--- src/rtl/multdiv_pkg.sv ---
// Shared types and defaults for the multiply/divide unit.
package multdiv_pkg;

  localparam int MD_WIDTH = 32;
  localparam int MD_CNT_W = 6;

  typedef enum logic [1:0] {
    S_IDLE = 2'd0,
    S_MUL  = 2'd1,
    S_DIV  = 2'd2,
    S_DONE = 2'd3
  } state_e;

endpackage

--- src/rtl/multdiv_counter.sv ---
// Iteration counter with sync clear, enable and terminal-count flag.
module multdiv_counter #(
  parameter int CNT_W = 6,
  parameter int TC    = 32
) (
  input  logic clock,
  input  logic reset,
  input  logic i_clr,
  input  logic i_en,
  output logic o_tc
);

  logic [CNT_W-1:0] r_cnt;

  always_ff @(posedge clock or negedge reset) begin
    if (!reset)     r_cnt <= '0;
    else if (i_clr) r_cnt <= '0;
    else if (i_en)  r_cnt <= r_cnt + CNT_W'(1);
  end

  assign o_tc = (r_cnt == CNT_W'(TC));

endmodule

--- src/rtl/multdiv_unit.sv ---
// Multi-cycle signed multiply (radix-2 Booth) / divide (non-restoring), one step per clock.
module multdiv_unit
  import multdiv_pkg::*;
#(
  parameter int WIDTH = MD_WIDTH,
  parameter int CNT_W = MD_CNT_W
) (
  input  logic             clock,
  input  logic             reset,
  input  logic [WIDTH-1:0] data_operandA,
  input  logic [WIDTH-1:0] data_operandB,
  input  logic             ctrl_MULT,
  input  logic             ctrl_DIV,
  output logic [WIDTH-1:0] data_result,
  output logic             data_exception,
  output logic             data_resultRDY
);

  state_e             r_state;
  // {acc, Q, q-1}; acc carries one guard bit so subtracting an INT_MIN multiplicand cannot wrap
  logic [2*WIDTH+1:0] r_prod;
  logic [WIDTH:0]     r_mcand;
  logic [WIDTH+1:0]   r_rem;
  logic [WIDTH-1:0]   r_quo;
  logic [WIDTH-1:0]   r_dvsr;
  logic               r_neg;
  logic               r_dz;
  logic [WIDTH-1:0]   r_result;
  logic               r_exc;
  logic               r_rdy;

  logic               w_start;
  logic               w_tc;
  logic               w_cnt_en;
  logic [WIDTH:0]     w_acc;
  logic [2*WIDTH+1:0] w_booth_nxt;
  logic [WIDTH-1:0]   w_prod_lo;
  logic [WIDTH-1:0]   w_prod_hi;
  logic               w_mul_ovf;
  logic [WIDTH+1:0]   w_rem_sh;
  logic [WIDTH+1:0]   w_rem_nxt;
  logic [WIDTH-1:0]   w_quo_nxt;
  logic [WIDTH-1:0]   w_quo_fix;
  logic               w_div_ovf;
  logic [WIDTH-1:0]   w_mag_a;
  logic [WIDTH-1:0]   w_mag_b;

  assign w_start  = ctrl_MULT | ctrl_DIV;
  assign w_cnt_en = ((r_state == S_MUL) || (r_state == S_DIV && !r_dz)) && !w_tc;

  multdiv_counter #(.CNT_W(CNT_W), .TC(WIDTH)) u_cnt (
    .clock (clock),
    .reset (reset),
    .i_clr (w_start),
    .i_en  (w_cnt_en),
    .o_tc  (w_tc)
  );

  // Booth step: add/sub multiplicand on {Q0,q-1}, then arithmetic shift right
  always_comb begin
    w_acc = r_prod[2*WIDTH+1:WIDTH+1];
    case (r_prod[1:0])
      2'b01:   w_acc = r_prod[2*WIDTH+1:WIDTH+1] + r_mcand;
      2'b10:   w_acc = r_prod[2*WIDTH+1:WIDTH+1] - r_mcand;
      default: ;
    endcase
  end

  assign w_booth_nxt = {w_acc[WIDTH], w_acc, r_prod[WIDTH:1]};
  assign w_prod_lo   = r_prod[WIDTH:1];
  assign w_prod_hi   = r_prod[2*WIDTH:WIDTH+1];
  assign w_mul_ovf   = (w_prod_hi != {WIDTH{w_prod_lo[WIDTH-1]}});

  // Magnitudes fit unsigned in WIDTH bits (INT_MIN -> 2^(WIDTH-1)); zero-extended in the datapath
  assign w_mag_a = data_operandA[WIDTH-1] ? -data_operandA : data_operandA;
  assign w_mag_b = data_operandB[WIDTH-1] ? -data_operandB : data_operandB;

  // Non-restoring step; quotient bit is 1 when the new partial remainder is non-negative
  assign w_rem_sh  = {r_rem[WIDTH:0], r_quo[WIDTH-1]};
  assign w_rem_nxt = r_rem[WIDTH+1] ? (w_rem_sh + {2'b00, r_dvsr})
                                    : (w_rem_sh - {2'b00, r_dvsr});
  assign w_quo_nxt = {r_quo[WIDTH-2:0], ~w_rem_nxt[WIDTH+1]};
  assign w_quo_fix = r_neg ? -r_quo : r_quo;
  assign w_div_ovf = r_quo[WIDTH-1] & ~r_neg;

  always_ff @(posedge clock or negedge reset) begin
    if (!reset) begin
      r_state  <= S_IDLE;
      r_prod   <= '0;
      r_mcand  <= '0;
      r_rem    <= '0;
      r_quo    <= '0;
      r_dvsr   <= '0;
      r_neg    <= 1'b0;
      r_dz     <= 1'b0;
      r_result <= '0;
      r_exc    <= 1'b0;
      r_rdy    <= 1'b0;
    end else begin
      r_rdy <= 1'b0;
      if (ctrl_MULT) begin
        r_state <= S_MUL;
        r_prod  <= {{(WIDTH+1){1'b0}}, data_operandB, 1'b0};
        r_mcand <= {data_operandA[WIDTH-1], data_operandA};
      end else if (ctrl_DIV) begin
        r_state <= S_DIV;
        r_rem   <= '0;
        r_quo   <= w_mag_a;
        r_dvsr  <= w_mag_b;
        r_neg   <= data_operandA[WIDTH-1] ^ data_operandB[WIDTH-1];
        r_dz    <= (data_operandB == '0);
      end else begin
        case (r_state)
          S_MUL: begin
            if (w_tc) begin
              r_state  <= S_DONE;
              r_result <= w_prod_lo;
              r_exc    <= w_mul_ovf;
              r_rdy    <= 1'b1;
            end else begin
              r_prod <= w_booth_nxt;
            end
          end
          S_DIV: begin
            if (r_dz) begin
              r_state  <= S_DONE;
              r_result <= '0;
              r_exc    <= 1'b1;
              r_rdy    <= 1'b1;
            end else if (w_tc) begin
              r_state  <= S_DONE;
              r_result <= w_quo_fix;
              r_exc    <= w_div_ovf;
              r_rdy    <= 1'b1;
            end else begin
              r_rem <= w_rem_nxt;
              r_quo <= w_quo_nxt;
            end
          end
          S_DONE:  r_state <= S_IDLE;
          default: r_state <= S_IDLE;
        endcase
      end
    end
  end

  assign data_result    = r_result;
  assign data_exception = r_exc;
  assign data_resultRDY = r_rdy;

endmodule
--- config.mk ---
export PLATFORM = sky130hd
export DESIGN_NAME = multdiv_unit
export DESIGN_NICKNAME = d
export VERILOG_FILES = /design/src/rtl/multdiv_pkg.sv /design/src/rtl/multdiv_counter.sv /design/src/rtl/multdiv_unit.sv
export SDC_FILE = /design/constraint.sdc
export NUM_CORES = 1
export LEC_CHECK = 0
export CAP_MARGIN = 20
export CORE_MARGIN = 1.5
export CORE_UTILIZATION = 45
export DETAILED_ROUTE_END_ITERATION = 7
export PLACE_DENSITY = 0.69
export SLEW_MARGIN = 15
export SYNTH_ARGS = -nofsm -noshare
export SYNTH_HDL_FRONTEND = slang
export SYNTH_SLANG_ARGS = --single-unit
--- constraint.sdc ---
create_clock -name clock -period 7.2 [get_ports clock]
set_input_delay 1.44 -clock clock [delete_from_list [all_inputs] [get_ports clock]]
set_output_delay 1.44 -clock clock [all_outputs]
set_load 0.05 [all_outputs]
; ---- Word-level counts from Yosys, hierarchy flattened
; Cells that the tools add are included.
[word_totals]
output_inout_bits = 34
register_bits = 240
in_bits = 68
[classes]
n_reduce_logical = 14
mux = 37
add_sub_neg = 8
n_eq_ne = 12
bitwise_logic = 7
[op_table]
columns = op, n
row1 = 32-bit two-way mux, 10
row2 = 66-bit two-way mux, 4
row3 = 34-bit two-way mux, 5
row4 = 32-bit negation, 3
row5 = 33-bit one-hot mux with 2 select lines, 1
row6 = 32-bit one-hot mux with 2 select lines, 1
row7 = 34-bit by 32-bit adder with 34-bit output, 1
row8 = 34-bit by 32-bit subtractor with 34-bit output, 1
row9 = 33-bit adder, 1
row10 = 33-bit subtractor, 1
row11 = 32-bit zero test, 1
row12 = 32-bit inequality test, 1
row13 = 6-bit two-way mux, 2
row14 = 2-bit inequality test (second input constant), 5
row15 = 2-bit two-way mux, 4
row16 = 2-bit nonzero test, 4
row17 = 1-bit two-way mux, 7
row18 = 6-bit by 1-bit adder with 6-bit output (second input constant), 1
row19 = 6-bit == test (second input constant), 1
row20 = 5-bit AND reduction, 1
row21 = 2-bit by 1-bit == test with 1-bit output (second input constant), 2
row22 = 2-bit == test (second input constant), 2
row23 = 1-bit NOT, 4
row24 = 1-bit one-hot mux with 2 select lines, 2
row25 = 11 further kinds, 13

; ---- Depth between registers and ports, before layout
[logic_depth]
depth_word = 7
mapped_depth = 18
ltp_nobuf = 18

; ---- By module
; A second synthesis with hierarchy kept.
[hier_totals]
cells_unflattened = 2020
area_unflattened_um2 = 16908.7
[modules_own_cells]
columns = module, cells_each, area_per_inst_um2, n_inst
row1 = multdiv_unit, 1991, 16609.7, 1
row2 = multdiv_counter, 29, 299.0, 1

; ---- Worst setup path after synthesis
; OpenSTA, ideal clock, no wires.
[synth_timing]
path_type = input-to-reg
from = input data_operandB[0]
to = register r_dvsr[29]
setup_slack_ps = 3040
n_path_buf = 0
t_arrival_ps = 4036
required_time_ps = 7077
setup_time_ps = 123
stages = 9
cell_sequence = or4_1 or4_4 or4_1 or4_4 nand2b_4 nand2b_4 o31ai_4 xor2_1 o21ai_1
[synth_between]
elab_chain_cells = 2
[synth_lines]
columns = item, line_no
row1 = start: declaration, multdiv_unit.sv:11  ; input logic [WIDTH-1:0] data_operandB,
row2 = 32-bit negation, multdiv_unit.sv:76  ; assign w_mag_b = data_operandB[WIDTH-1] ? -data_operandB : data_operandB;
row3 = 32-bit two-way mux, multdiv_unit.sv:76
row4 = end signal: assignment, multdiv_unit.sv:109  ; r_dvsr <= w_mag_b;
row5 = end: declaration, multdiv_unit.sv:25  ; logic [WIDTH-1:0] r_dvsr;
; Every way passes these cells.
; A chain may end at the register's enable or synchronous reset.

; ---- Final worst setup path
[layout_timing]
from = register r_dvsr[6]
to = register r_rem[32]
[layout_between]
elab_chain_cells = 6
[layout_lines]
columns = item, line_no
row1 = 34-bit by 32-bit subtractor with 34-bit output or 34-bit by 32-bit adder with 34-bit output (tied branches), "multdiv_unit.sv:81, multdiv_unit.sv:80"
row2 = 34-bit two-way mux *, multdiv_unit.sv:80  ; assign w_rem_nxt = r_rem[WIDTH+1] ? (w_rem_sh + {2'b00, r_dvsr})
row3 = 34-bit two-way mux *, multdiv_unit.sv:130  ; end else if (w_tc) begin
row4 = 34-bit two-way mux *, multdiv_unit.sv:125  ; if (r_dz) begin
row5 = 34-bit two-way mux *, multdiv_unit.sv:113  ; case (r_state)
row6 = 34-bit two-way mux *, multdiv_unit.sv:105  ; end else if (ctrl_DIV) begin
row7 = end signal: assignment, multdiv_unit.sv:136  ; r_rem <= w_rem_nxt;
row8 = end: declaration, multdiv_unit.sv:23  ; logic [WIDTH+1:0] r_rem;
; Mark *: on every way between the ends. The rest lies on a longest branch, timed or not. The select of a mux whose other input is x is not followed.

==> flow_summary.json <==
{
  "place.gp.congestion": 0.883,
  "syn_to_final_growth_pct": 14.3,
  "synth_commonest_cells": "239 x dfrtp_1, 231 x nand2_1, 223 x o21ai_0",
  "grt_max_degree": 123,
  "max_freq_mhz": 204,
  "cts_tree": "done",
  "core_area_mm2": 0.0364,
  "dr.pass1.iters": 5,
  "end_kind": "flip-flop",
  "synth_warnings": 0,
  "dp_hpwl_um": 32900,
  "syn-instance-count": 1914,
  "avgViaCountPerCell": 5.83,
  "synth_nets": 2060,
  "fin_crit_sh_pct": 68.0,
  "wl_per_cell_um": 18.3,
  "num_io_pins": 102,
  "min_to": "data_result[30]",
  "p_per_area_mw_per_mm2": 284,
  "worstSetupPathType": "reg2reg",
  "clk_pin_slew_worst_paths_ns": 0.06,
  "worst-path-max-fanout": 6,
  "drc": 0,
  "syn_area_per_cell_um2": 8.65,
  "finalClockSkew_ns": 0.0164,
  "relSlewSlack_pct": 27.3,
  "drv_slew": 0,
  "clock-sinks": 239,
  "required_ns": 7.64,
  "finish.instance_area_mm2": 0.0189,
  "grt_pass1_vias": 13700,
  "cp-start-kind": "flip-flop",
  "drv_cap": 0,
  "ys_seq_area_share_pct": 36.1,
  "cts_buffer_depth": 3,
  "initial_utilization_pct": 45.4,
  "fp.dieArea_mm2": 0.0379,
  "reg2reg_from": "r_dvsr[6]",
  "crit_start": "r_dvsr[6]",
  "rsz0062_at_grt": "false",
  "synth_edf_count": 0,
  "synth-seq-cells": 239,
  "power.leakage_nw": 8.15,
  "portBuffers": 101,
  "die_height_um": 195,
  "antenna_found_initial": 5,
  "yosys.area.top_type": "dfrtp_1",
  "yosysTopAreaCellShare_pct": 36.1,
  "postCtsResizedCells": 0,
  "post_dp_cell_area_mm2": 0.0179,
  "netlist_top_cells_area": "dfrtp_1 36%, o21ai_0 6.7%, xor2_1 6.1%",
  "rows": 70,
  "postCtsSetupRepairBufs": 0,
  "synth_top_flop_cell": "dfrtp_1",
  "setup_viol": 0,
  "die_width_um": 195,
  "finalHoldViolCount": 0,
  "async_flop_share_pct": 100,
  "htree_levels": 1,
  "timing.rr.end": "r_rem[32]",
  "drive_above_1_share_pct": 5.65,
  "yosysUniqueCellTypes": 75,
  "hold_depth": 2,
  "drt_wl_total_um": 44900,
  "grt_pass1_wl_um": 72700,
  "cts_buffers": 29,
  "cts-root-buf": "clkbuf_16",
  "drt-initial-drc-count": 967,
  "status": "finished clean",
  "place_ws_ns": 2.26,
  "postLayoutSetupSlackWorst_ns": 2.30,
  "worst_pin_slew_ns": 1.09,
  "vias": 14300,
  "reg2reg_setup_slack_ns": 2.30,
  "nets": 2109,
  "yosysMostFrequentCell": "dfrtp_1",
  "hold_path.class": "reg2reg",
  "worstHoldStart": "data_result[30]",
  "ir_drop_mv": 0.176,
  "ant_nets": 0,
  "cp_data_arrival_time_ns": 5.34,
  "ctsHoldBuffers": 0,
  "fin_setup_tns_ns": 0,
  "fin_crit_ns": 4.90,
  "r2r_cells": 15,
  "diodes": 0,
  "grt-ovfl-total": 0,
  "clkLatencyLatePin_ns": 0.57,
  "grt.total_usage_pct": 23.6,
  "netlist_area_mm2": 0.0166
}
worst max-delay path by stage:
stage	end	slack, ns
floorplan	r_dvsr[29]	3.04
global placement	r_quo[29]	2.39
detailed placement	r_quo[0]	2.26
CTS	r_quo[0]	2.24
global route	r_rem[32]	1.81
finish	r_rem[32]	2.30
worst max-delay path, stage by stage, from the launching register on:
cell      delay, ns
dfrtp_1        0.44
or4_1          0.52
nor3_1         0.25
nor3b_1        0.58
nand2_1        0.21
nor4_2         0.41
nor2_1         0.10
xor2_1         0.16
ha_1           0.40
o21ai_0        0.14
nand2b_1       0.10
nand2_1        0.07
o311ai_0       0.75
o21ai_0        0.25
xnor2_1        0.17
a22o_1         0.23
placed cells by master, fill, tap and decap left out, types with 8 or more instances in the layout:
master / netlist / layout
a211oi_1: 8 / 8
o41ai_1: 13 / 13
o211ai_1: 9 / 9
dfrtp_1: 239 / 239
ha_1: 76 / 76
mux2_2: 28 / 28
nor2_1: 110 / 108
nor4_1: 17 / 17
mux2i_1: 41 / 41
o21a_1: 8 / 8
nand3_1: 21 / 21
nand2_1: 231 / 231
xor2_1: 116 / 116
a21oi_1: 135 / 135
a22o_1: 40 / 40
a21o_1: 34 / 34
nand4_1: 16 / 16
clkbuf_16: 0 / 29
buf_4: 0 / 14
a31oi_1: 18 / 18
o21ai_0: 223 / 223
a22oi_1: 20 / 20
nor3b_1: 8 / 8
nand2b_1: 17 / 17
nor3_1: 51 / 51
inv_1: 63 / 63
or4_1: 22 / 22
o31ai_1: 35 / 35
xnor2_1: 92 / 92
or3_1: 14 / 14
a221oi_1: 25 / 25
clkdlybuf4s50_1: 0 / 98
stage by stage:
| step | cells | util [%] | hold slack (ns) | total power [mW] |
|---|---|---|---|---|
| floorplan | 1914 | - | 0.450 | 3.26 |
| global placement | 2397 | 49.1 | 0.469 | 3.84 |
| detailed placement | 2398 | 49.2 | 0.471 | 3.88 |
| CTS | 2450 | 51.8 | 0.485 | 5.40 |
| global route | 2452 | 51.9 | 0.525 | 5.70 |
| finish | 2452 | 51.9 | 0.478 | 5.38 |
routing by layer:
layer	GRT usage, %	wire length (µm)	up-vias
li1	-	-	7031
met1	31.9	20400	6830
met2	37.7	20300	347
met3	4.96	2630	81
met4	8.10	1510	4
met5	0	27	-
area by class of cell:
type	instances	area [µm²]
well taps	468	586
flip-flops and latches	239	5980
clock buffers	40	827
repair buffers	118	1180
inverters	64	240
fillers	3377	17500
clock inverters	12	148
multi-input cells	1511	9960
report_power, final:
| part | total, mW | switching, mW | internal [mW] |
|---|---|---|---|
| Sequential | 1.84 | 0.267 | 1.57 |
| Combinational | 2.04 | 1.23 | 0.808 |
| Clock | 1.50 | 0.593 | 0.906 |
| Total | 5.38 | 2.09 | 3.29 |
cells by family (layout without fill, tap and decap cells):
family                   Yosys count  count (layout)  synth area share [%]
XOR/XNOR                         208             208                  11.0
buffers and inverters            164             234                  3.88
AND/OR/NAND/NOR                  542             542                  15.4
AO/OA/AOI/OAI                    614             614                  23.3
multiplexers                      69              69                  4.38
flip-flops                       239             239                  36.1
adder cells (fa/ha/maj)           78              78                  5.99
flip-flops by register name, indices dropped and copies added, names as in the netlist:
signal / count
r_neg: 1
r_rem: 34
r_mcand: 32
data_resultRDY: 1
u_cnt.r_cnt: 6
r_dvsr: 32
r_dz: 1
r_prod: 65
r_quo: 32
data_exception: 1
r_state: 2
data_result: 32
Note: power is estimated with default switching activity, not from simulation.
==> RTL edit, RTL diff (config.mk and constraints unchanged) <==
Add an input register stage for `ctrl_DIV`; this delays it by one clock. The other inputs are not delayed to match.
--- a/src/rtl/multdiv_unit.sv
+++ b/src/rtl/multdiv_unit.sv
@@ -15,6 +15,12 @@
   output logic             data_exception,
   output logic             data_resultRDY
 );
+
+  logic ctrl_DIV_q;
+
+  always_ff @(posedge clock) begin
+    ctrl_DIV_q <= ctrl_DIV;
+  end
 
   state_e             r_state;
   // {acc, Q, q-1}; acc carries one guard bit so subtracting an INT_MIN multiplicand cannot wrap
@@ -45,7 +51,7 @@
   logic [WIDTH-1:0]   w_mag_a;
   logic [WIDTH-1:0]   w_mag_b;
 
-  assign w_start  = ctrl_MULT | ctrl_DIV;
+  assign w_start  = ctrl_MULT | ctrl_DIV_q;
   assign w_cnt_en = ((r_state == S_MUL) || (r_state == S_DIV && !r_dz)) && !w_tc;
 
   multdiv_counter #(.CNT_W(CNT_W), .TC(WIDTH)) u_cnt (
@@ -102,7 +108,7 @@
         r_state <= S_MUL;
         r_prod  <= {{(WIDTH+1){1'b0}}, data_operandB, 1'b0};
         r_mcand <= {data_operandA[WIDTH-1], data_operandA};
-      end else if (ctrl_DIV) begin
+      end else if (ctrl_DIV_q) begin
         r_state <= S_DIV;
         r_rem   <= '0;
         r_quo   <= w_mag_a;
Formal check against the unedited RTL: not equivalent (a bounded check fails within 4 cycles, from zero or initial values and one cycle with reset low).
==> RTL edit against the unedited design <==
- first-iteration DRC count rose by 0.83%
- final cell count increased by 2.9%
- count of clock-buffer cells in the layout increased by 1
- area after synthesis increased by 1.0%
- fmax down 0.54%
- setup slack worse by 0.026 ns
- design area grew 0.85%
- combinational power is 5% higher
- total power increased by 1.2%
- synthesized cell count increased by 3.4%
- sequential cell count increased by 1
- routed wire length grew 1.9%
- critical path depth increased by 3
- global-route usage increased by 0.31 points
- critical path type unchanged
- critical endpoint unchanged
- highest routed layer unchanged
==> RTL edit: results <==
{
  "cp_data_arrival_time_ns": 5.31,
  "layout_setup_ws_ns": 2.28,
  "finClkSkew_ns": 0.0186,
  "syn_nets": 2126,
  "vias_per_cell": 5.84,
  "status": "finished, final reports clean",
  "seq_area_frac_synth": 0.359,
  "synthCells": 1980,
  "firstDrtPassIters": 5,
  "dp_slack_ns": 2.38,
  "synth-compound-area-share": 0.213,
  "ir_drop_uv": 173,
  "max-slew-margin-rel": 0.307,
  "grt_use_met2": 0.378,
  "dpl.hpwl_um": 33300,
  "grt.met1_usage": 0.330,
  "drtIter0Drc": 975,
  "wl_per_cell_um": 18.1,
  "reg2reg_depth": 18,
  "place.gp.congestion": 0.924,
  "swShare": 0.397,
  "synthXorXnorAreaFrac": 0.105,
  "grt_pass1_wl_um": 74900,
  "synthAdderAreaFrac": 0.0592,
  "grt_max_degree": 124,
  "synth_top_cells_by_count": "272 x nand2_1, 266 x o21ai_0, 239 x dfrtp_1, 141 x a21oi_1, 123 x nor2_1",
  "whs_ns": 0.480,
  "hold_depth": 2,
  "dpl-instance-area_um2": 18100,
  "grt_usage": 0.240
}
==> RTL edit: cell types whose count changed after synthesis, sizes merged, moves of 8 or more <==
cell / delta
a221oi: -23
a22o: -30
a22oi: -17
a32oi: +10
and3: +9
inv: -20
nand2: +42
nor2: +13
nor2b: +38
nor4: +8
o21ai: +41
o31ai: -10
xnor2: +8
xor2: -15
==> RTL edit: metal layers <==
| layer | up-vias | share of wire |
|---|---|---|
| li1 | 7183 | - |
| met1 | 7085 | 0.46 |
| met2 | 381 | 0.45 |
| met3 | 98 | 0.056 |
| met4 | 2 | 0.039 |
| met5 | - | 0.00028 |
==> RTL edit: area by class of cell <==
cell class | instances | area, µm² | share of cell area
inverters | 44 | 165 | 0.00866
clock buffers | 41 | 801 | 0.0420
well taps | 468 | 586 | 0.0307
diodes | 4 | 10.0 | 0.000525
multi-input cells | 1597 | 10200 | 0.535
clock inverters | 13 | 128 | 0.00669
repair buffers | 117 | 1170 | 0.0614
flip-flops and latches | 240 | 6000 | 0.315
==> RTL edit: final timing paths <==
check	start	endpoint
min reg2reg	r_dvsr[28]	r_dvsr[28]
max reg2reg	r_dvsr[7]	r_rem[32]
min in group asynchronous	reset	r_rem[28]
max in group asynchronous	reset	r_rem[33]
max	r_dvsr[7]	r_rem[32]
min	r_dvsr[28]	r_dvsr[28]
==> RTL edit: power by group through the flow <==
stage / combinational, mW / sequential (mW) / clock (mW)
2_1_floorplan: 1.34 / 2.00 / 0
3_3_place_gp: 2.07 / 1.86 / 0
3_5_place_dp: 2.12 / 1.87 / 0
4_1_cts: 2.13 / 1.85 / 1.48
5_1_grt: 2.37 / 1.88 / 1.52
6_report: 2.14 / 1.85 / 1.45
==> RTL edit: critical path, stage by stage, from the launching register on <==
cell	delay [ns]
dfrtp_1	0.42
nor3_1	0.32
nand2_1	0.12
nor3_1	0.24
nor3b_1	0.53
nand2_1	0.23
nor2_1	0.15
nor2_1	0.07
xor2_1	0.14
ha_1	0.37
and4_1	0.24
a221oi_1	0.24
nand3_1	0.19
or3_1	0.34
o21ai_0	0.17
o21ai_0	0.29
a41oi_1	0.38
mux2i_1	0.21
o21ai_0	0.09
==> RTL edit: kinds of logic (layout without fill, tap and decap cells) <==
| kind of cell | count (synthesis) | after routing |
|---|---|---|
| AOI/OAI and AO/OA | 599 | 599 |
| xor gates and xnor gates | 201 | 201 |
| adders and majority gates | 78 | 78 |
| buffers and inverters | 143 | 215 |
| DFF | 240 | 240 |
| muxes | 79 | 79 |
| other | 0 | 4 |
| and+or+nand+nor | 640 | 640 |
